[src/rtl/seqdet_pkg.sv]
// rtl/seqdet_pkg.sv - shared constants and helpers for the programmable sequence detector
package seqdet_pkg;

  localparam logic [7:0]  SEQDET_DEF_PATTERN = 8'b0001_0110;
  localparam int unsigned SEQDET_DEF_LEN     = 5;
  localparam bit          SEQDET_DEF_OVERLAP = 1'b1;

  function automatic int unsigned seqdet_len_w(input int unsigned max_len);
    return $clog2(max_len + 1);
  endfunction

  // Low len bits set; callers truncate to their own pattern width.
  function automatic logic [31:0] seqdet_len_mask(input int unsigned len);
    logic [31:0] m;
    m = '0;
    for (int unsigned i = 0; i < 32; i++) begin
      if (i < len) m[i] = 1'b1;
    end
    return m;
  endfunction

endpackage

[src/rtl/seqdet_masked_cmp.sv]
// rtl/seqdet_masked_cmp.sv - compares the low len history bits against the pattern
module seqdet_masked_cmp
  import seqdet_pkg::*;
#(
  parameter  int unsigned MAX_LEN = 8,
  localparam int unsigned LEN_W   = seqdet_len_w(MAX_LEN)
) (
  input  logic [MAX_LEN-1:0] i_hist_n,
  input  logic [MAX_LEN-1:0] i_pattern,
  input  logic [LEN_W-1:0]   i_len,
  output logic               o_hit
);

  logic [MAX_LEN-1:0] w_mask;

  assign w_mask = MAX_LEN'(seqdet_len_mask(32'(i_len)));
  assign o_hit  = (i_len != '0) && (((i_hist_n ^ i_pattern) & w_mask) == '0);

endmodule

[src/rtl/seq_detector_moore_prog.sv]
// rtl/seq_detector_moore_prog.sv - Moore serial pattern detector with runtime pattern/length/overlap
module seq_detector_moore_prog
  import seqdet_pkg::*;
#(
  parameter  int unsigned        MAX_LEN     = 8,
  parameter  int unsigned        CNT_W       = 8,
  parameter  logic [MAX_LEN-1:0] DEF_PATTERN = MAX_LEN'(SEQDET_DEF_PATTERN),
  parameter  int unsigned        DEF_LEN     = SEQDET_DEF_LEN,
  parameter  bit                 DEF_OVERLAP = SEQDET_DEF_OVERLAP,
  localparam int unsigned        LEN_W       = seqdet_len_w(MAX_LEN)
) (
  input  logic               clk,
  input  logic               rst,
  input  logic               cfg_we,
  input  logic [MAX_LEN-1:0] cfg_pattern,
  input  logic [LEN_W-1:0]   cfg_len,
  input  logic               cfg_overlap,
  input  logic               in_valid,
  input  logic               j,
  input  logic               clr_count,
  output logic               w,
  output logic [CNT_W-1:0]   match_count,
  output logic [LEN_W-1:0]   fill
);

  logic [MAX_LEN-1:0] r_hist,    w_hist_nxt;
  logic [LEN_W-1:0]   r_fill,    w_fill_nxt;
  logic               r_w,       w_w_nxt;
  logic [CNT_W-1:0]   r_count,   w_count_nxt;
  logic [MAX_LEN-1:0] r_pattern, w_pattern_nxt;
  logic [LEN_W-1:0]   r_len,     w_len_nxt;
  logic               r_overlap, w_overlap_nxt;

  logic               w_accept;
  logic [MAX_LEN-1:0] w_hist_shift;
  logic [LEN_W-1:0]   w_fill_inc;
  logic [LEN_W-1:0]   w_len_clamped;
  logic               w_cmp_hit;
  logic               w_hit;

  assign w_accept      = in_valid && !cfg_we;
  assign w_hist_shift  = {r_hist[MAX_LEN-2:0], j};
  assign w_fill_inc    = (r_fill >= r_len) ? r_len : r_fill + LEN_W'(1);
  assign w_len_clamped = (cfg_len > LEN_W'(MAX_LEN)) ? LEN_W'(MAX_LEN) : cfg_len;

  seqdet_masked_cmp #(
    .MAX_LEN (MAX_LEN)
  ) u_cmp (
    .i_hist_n  (w_hist_shift),
    .i_pattern (r_pattern),
    .i_len     (r_len),
    .o_hit     (w_cmp_hit)
  );

  // A match only counts once len fresh bits are in the history window.
  assign w_hit = w_accept && (w_fill_inc == r_len) && w_cmp_hit;

  always_ff @(posedge clk or posedge rst) begin
    if (rst) begin
      r_hist    <= '0;
      r_fill    <= '0;
      r_w       <= 1'b0;
      r_count   <= '0;
      r_pattern <= DEF_PATTERN;
      r_len     <= LEN_W'(DEF_LEN);
      r_overlap <= DEF_OVERLAP;
    end else begin
      r_hist    <= w_hist_nxt;
      r_fill    <= w_fill_nxt;
      r_w       <= w_w_nxt;
      r_count   <= w_count_nxt;
      r_pattern <= w_pattern_nxt;
      r_len     <= w_len_nxt;
      r_overlap <= w_overlap_nxt;
    end
  end

  always_comb begin
    w_hist_nxt    = r_hist;
    w_fill_nxt    = r_fill;
    w_w_nxt       = 1'b0;
    w_pattern_nxt = r_pattern;
    w_len_nxt     = r_len;
    w_overlap_nxt = r_overlap;
    w_count_nxt   = r_count;

    if (cfg_we) begin
      w_pattern_nxt = cfg_pattern;
      w_len_nxt     = w_len_clamped;
      w_overlap_nxt = cfg_overlap;
      w_hist_nxt    = '0;
      w_fill_nxt    = '0;
    end else if (w_accept) begin
      w_hist_nxt = w_hist_shift;
      w_fill_nxt = (w_hit && !r_overlap) ? '0 : w_fill_inc;
      w_w_nxt    = w_hit;
    end

    if (clr_count) begin
      w_count_nxt = '0;
    end else if (w_hit && (r_count != {CNT_W{1'b1}})) begin
      w_count_nxt = r_count + CNT_W'(1);
    end
  end

  always_comb begin
    w           = r_w;
    fill        = r_fill;
    match_count = r_count;
  end

endmodule

[config.mk]
export PLATFORM = sky130hd
export DESIGN_NAME = seq_detector_moore_prog
export DESIGN_NICKNAME = d
export VERILOG_FILES = /design/src/rtl/seqdet_pkg.sv /design/src/rtl/seqdet_masked_cmp.sv /design/src/rtl/seq_detector_moore_prog.sv
export SDC_FILE = /design/constraint.sdc
export NUM_CORES = 1
export LEC_CHECK = 0
export BUFFER_PORTS_ARGS = -buffer_cell sky130_fd_sc_hd__buf_2
export CAP_MARGIN = 25
export CORE_MARGIN = 5
export CORE_UTILIZATION = 58
export CTS_BUF_LIST = sky130_fd_sc_hd__clkbuf_2
export DETAILED_ROUTE_END_ITERATION = 10
export GPL_TIMING_DRIVEN = 0
export HOLD_SLACK_MARGIN = 0.02
export MAX_ROUTING_LAYER = met4
export PLACE_DENSITY = 0.8
export SLEW_MARGIN = 10
export SYNTH_ARGS = -nofsm -noshare
export SYNTH_HDL_FRONTEND = slang
export SYNTH_SLANG_ARGS = --single-unit
[constraint.sdc]
create_clock -name clk -period 2.75 [get_ports clk]
set_input_delay 0 -clock clk [delete_from_list [all_inputs] [get_ports clk]]
set_output_delay 0 -clock clk [all_outputs]
set_load 0.01 [all_outputs]
# Word level (Yosys, flattened, before mapping)
# Cells that the tools add are included.
# classes
n_addsub,2
n_div,0
n_bitwise,2
n_lt_le_gt_ge,10
eq_ne,2
reduce_logical,12
n_mux,19
shift,0
multipliers,0
# ops
op,n
two-way mux 4 bit,5
"< comparator 3 x 4 -> 1 bit, first input constant",4
two-way mux 8 bit,2
two-way mux 7 bit,2
two-way mux 1 bit,10
"adder 8 x 1 -> 8 bit, second input constant",1
AND 8 bit,1
logical NOT 8 bit,1
"< comparator 1 x 4 -> 1 bit, first input constant",2
"< comparator 2 x 4 -> 1 bit, first input constant",2
"!= test 8 bit, second input constant",1
XOR 8 bit,1
logical AND 1 bit,6
"adder 4 x 1 -> 4 bit, second input constant",1
== test 4 bit,1
>= comparator 4 bit,1
"> comparator 4 bit, second input constant",1
nonzero test 2 bit,2
nonzero test 4 bit,1
logical NOT 1 bit,2
# word_totals
register_bits,33
word_cells,54
inputBits,19
romBits,0
n_memories,0
latchBits,0
mem_bits_rw,0

# Longest topological paths before layout
# depth
depth_word,10
depth_mapped,9
depth_no_buf,8

# Modules after synthesis
# From an unflattened synthesis, not the netlist that was laid out.
# unflattened
cells_unflattened,197
area_unflattened_um2,1975.6
# modules_own_cells
mod,n_inst,cells_per_inst,area_each_um2
seq_detector_moore_prog,1,175,1819.2
seqdet_masked_cmp,1,22,156.4

# Least setup slack after synthesis
# OpenSTA, ideal clock, no wires.
# synth_path
path_kind,register to register
startpoint,register r_fill[0] (netlist: fill[0])
endpoint,register r_count[6] (netlist: match_count[6])
synth_period_minus_slack_ns,2.396
arrival_ns,2.302
path_stages_with_launch,10
slack_ns,0.354
n_path_buf,1
cell_sequence,dfrtp_1 inv_1 ha_1 nand2b_1 a2111oi_2 o21ai_0 nand4b_4 buf_2 nor2_1 a221oi_2
# synth_via
elab_chain_cells,7
# synth_lines
element,line,rtl
from (decl),seq_detector_moore_prog.sv:27,"logic [LEN_W-1:0] r_fill, w_fill_nxt;"
from (signal assigned),seq_detector_moore_prog.sv:69,r_fill <= w_fill_nxt;
adder 4 x 1 -> 4 bit / >= comparator 4 bit (equally long branches),seq_detector_moore_prog.sv:43,assign w_fill_inc = (r_fill >= r_len) ? r_len : r_fill + LEN_W'(1);
two-way mux 4 bit (*),seq_detector_moore_prog.sv:43,
== test 4 bit (*),seq_detector_moore_prog.sv:56,assign w_hit = w_accept && (w_fill_inc == r_len) && w_cmp_hit;
logical AND 1 bit (*) (2 in series),seq_detector_moore_prog.sv:56,
logical AND 1 bit (*),seq_detector_moore_prog.sv:101,end else if (w_hit && (r_count != {CNT_W{1'b1}})) begin
nonzero test 2 bit (no line) (*),n/a,
to (signal assigned),seq_detector_moore_prog.sv:71,r_count <= w_count_nxt;
to (decl),seq_detector_moore_prog.sv:29,"logic [CNT_W-1:0] r_count, w_count_nxt;"
# Mark *: on every way between the ends. The rest lies on a longest branch, timed or not.
# A chain may end at the register's enable or synchronous reset.

# Final worst setup path
# layout_path
startpoint,register r_len[0]
endpoint,register r_count[6] (netlist: match_count[6])
# layout_via
elab_chain_cells,8
# layout_lines
element,line,rtl
from (decl),seq_detector_moore_prog.sv:31,"logic [LEN_W-1:0] r_len, w_len_nxt;"
from (signal assigned),seq_detector_moore_prog.sv:65,r_len <= LEN_W'(DEF_LEN);
from (signal assigned),seq_detector_moore_prog.sv:73,r_len <= w_len_nxt;
< comparator 1 x 4 -> 1 bit (tied with other cells),seqdet_pkg.sv:17,if (i < len) m[i] = 1'b1;
two-way mux 1 bit,seqdet_pkg.sv:17,
AND 8 bit,seqdet_masked_cmp.sv:17,assign o_hit = (i_len != '0) && (((i_hist_n ^ i_pattern) & w_mask) == '0);
logical NOT 8 bit,seqdet_masked_cmp.sv:17,
logical AND 1 bit,seqdet_masked_cmp.sv:17,
logical AND 1 bit (*),seq_detector_moore_prog.sv:56,
logical AND 1 bit (*),seq_detector_moore_prog.sv:101,
nonzero test 2 bit (no line) (*),n/a,
# Marks and branches as above.

==> results.ini <==
[final_layout]
final_util_pct = 74.9
area_growth_syn_to_layout_pct = 23.6
layout-drive-gt1-share_pct = 28.1
n_antenna_cell = 0
fin_nets = 259

[detailed_routing]
wl_per_cell_um = 15.4
dr.first_iter.drc_count = 112
firstDrtPassIters = 4
drc = 0
wirelength_um = 4300
ant_nets = 0
vias = 1551
viasPerCell = 5.56

[die]
core_area_um2 = 3080
die_w_um = 66.7
die_area_um2 = 4450
top_level_ports = 32
die_h_um = 66.7
num_rows = 20
start_util_pct = 60.6

[flow_run]
cap_violations = 0

[critical_path]
crit_fanout = 10
cp-start-kind = flip-flop
cp.required_ns = 3.03
endpoint_kind = flip-flop
arrival_ns = 2.84
critical_path_class = reg -> reg

[yosys]
synth_fp_nets = 205
muxShareOfSynthArea_pct = 12.5
synth-xor-area-share_pct = 5.64
synthArstFlopShare_pct = 100
synth_top_family_by_area = simple AND/OR/NAND/NOR gates
synth_compound_area_share_pct = 13.6
synth_area_um2 = 1860
ys_warn_count = 0
syn_inst = 180
syn_avg_cell_area_um2 = 10.4
synth.distinct_cells = 40
ys.flop_type = dfrtp_1
synth-simple-area-share_pct = 15.9
synthAdderAreaFrac_pct = 4.03
synth-edff-count = 0
seq_area_frac_synth_pct = 44.7
ys_ff_latch = 33

[sta]
clock_skew_ns = 0.0114
maxSlewViolCount = 0
rsz0062_at_grt = false
final.period_utilization_pct = 93.3
whs_ns = 0.0852
fmax_mhz = 390
setup_violations = 0
slew_headroom_pct = 45.6
post-route-min-period_ns = 2.57
worst_pin_slew_ns = 0.814
finalHoldViolations = 0
final.setup.tns_ns = 0

[grt]
grt_pass1_vias = 1650
grt_max_degree = 21
grt_pass1_wl_um = 7430
grt-ovfl-total = 0
antenna_found_initial = 0
grt_usage_pct = 23.0

[placed_design]
globalplace.congestion = 0.870
dp_hpwl_um = 3140
port-buffer-count = 30

[power]
power.internal_mw = 0.717
ir_drop_mv = 0.323
p_leak_nw = 1.05
p_clk_share_pct = 22.0
p_switching_mw = 0.313
p_per_area_nw_per_um2 = 447
p_seq_share_pct = 53.3
switching_share_pct = 30.4
pwr-share-comb_pct = 24.7
p_total_mw = 1.03

[clocking]
path_clk_slew_ns = 0.16
clockBufferDepth = 2
cts.sinks = 33
cts_tree = yes
cts_made_buffers = 5
htree_levels = 2
clock_latency_ns = 0.36
root_buffer = clkbuf_2

[hold_path]
min_path_type = in -> reg

[run_status]
status = finished, final reports clean

-- per-stage QoR --
step / cell area [um^2] / setup WS [ns] / instances
after CTS: 2280 / 0.000816 / 279
final: 2300 / 0.185 / 279
after floorplan: 1860 / 0.354 / 180
after detailed placement: 2080 / 0.0569 / 255
after global routing: 2300 / 0.0450 / 279
after global placement: 2070 / 0.125 / 254
-- final cells by class --
cell class	count	area (um^2)
Tap cell	44	55.1
Sequential cell	33	835
Timing Repair Buffer	47	325
Fill cell	238	773
Multi-Input combinational cell	130	981
Buffer	6	27.5
Inverter	11	41.3
Clock buffer	8	40.0
-- power by group through the flow --
stage	logic [mW]	registers (mW)	clock network, mW
6_report	0.255	0.549	0.227
3_5_place_dp	0.226	0.557	0
3_3_place_gp	0.217	0.555	0
4_1_cts	0.246	0.548	0.235
2_1_floorplan	0.167	0.551	0
5_1_grt	0.279	0.553	0.264
-- cells in the mapped netlist, types with 2 or more instances --
cell       instances  area [um^2]
o22ai_1            4         25.0
xor2_1             6         52.6
mux2i_1           12          120
dfstp_2            6          158
a2111oi_2          2         30.0
mux2_2            10          113
o21ai_0            7         35.0
inv_1             11         41.3
nand3_1            7         35.0
or4_1              3         22.5
o31ai_1            4         30.0
or3_1              5         31.3
nand2b_1           2         12.5
a21oi_1            9         45.0
dfrtp_1           27          676
clkbuf_1           3         11.3
nor2_1            17         63.8
nor3_1             7         35.0
ha_1               6         75.1
xnor2_1            6         52.6
nand2_1            7         26.3
-- layer usage --
metal,wire length (um),vias to the layer above,global-route usage (%)
li1,-,759,-
met1,1760,739,26.7
met2,2210,40,38.2
met3,215,13,6.24
met4,110,0,8.63
met5,0,-,-
-- layout by cell type, fill, tap and decap left out, types with 2 or more instances in the layout --
master	synthesis	final
a21oi_1	9	9
buf_2	1	31
clkbuf_1	3	3
clkbuf_2	0	8
dfrtp_1	27	26
dfstp_2	6	6
dlygate4sd3_1	0	16
ha_1	6	6
inv_1	11	11
mux2_2	10	10
mux2i_1	12	12
nand2_1	7	7
nand2b_1	2	2
nand3_1	7	7
nor2_1	17	17
nor3_1	7	7
o21ai_0	7	6
o22ai_1	4	4
o31ai_1	4	4
or3_1	5	5
or4_1	3	3
xnor2_1	6	6
xor2_1	6	6
-- worst paths after layout --
path / startpoint / end / slack (ns) / cells past startpoint
hold reg to reg: r_pattern[0] / r_pattern[0] / 0.55 / 1
min in group asynchronous: rst / r_pattern[6] / 0.30 / 3
max in group asynchronous: rst / r_pattern[4] / 1.78 / 4
hold / removal: in_valid / fill[2] / 0.09 / 4
setup / recovery: r_len[0] / match_count[6] / 0.18 / 8
setup reg to reg: r_len[0] / match_count[6] / 0.18 / 8
-- worst max-delay path: stages, from the launching register on --
cell and delay, ns:
dfstp_2 0.63, ha_1 0.24, nand2b_1 0.17, a2111oi_4 0.47, o32a_1 0.21, nand4b_4 0.17
buf_2 0.22, nor2_1 0.10, a221oi_2 0.26
-- cells by family after synthesis --
logic type / Yosys count
adder cells (fa/ha/maj): 6
AND/OR/NAND/NOR: 55
multiplexers: 22
XOR/XNOR: 12
flip-flops: 33
buffers and inverters: 17
AO/OA/AOI/OAI: 35
-- sequential cells by signal, indices dropped and copies added (netlist names) --
signal and count:
fill 4, match_count 8, r_hist 7, r_len 4, r_overlap 1, r_pattern 8
w 1
-- repair_timing --
item | in CTS | in global routing
hold buffers | 16 | 0
setup buffers | 0 | 0
resized for setup | 0 | 4
setup endpoints to repair | 0 | 10
endpoints found under the hold margin | 38 | 0
Note: power is estimated with default switching activity, not from simulation.
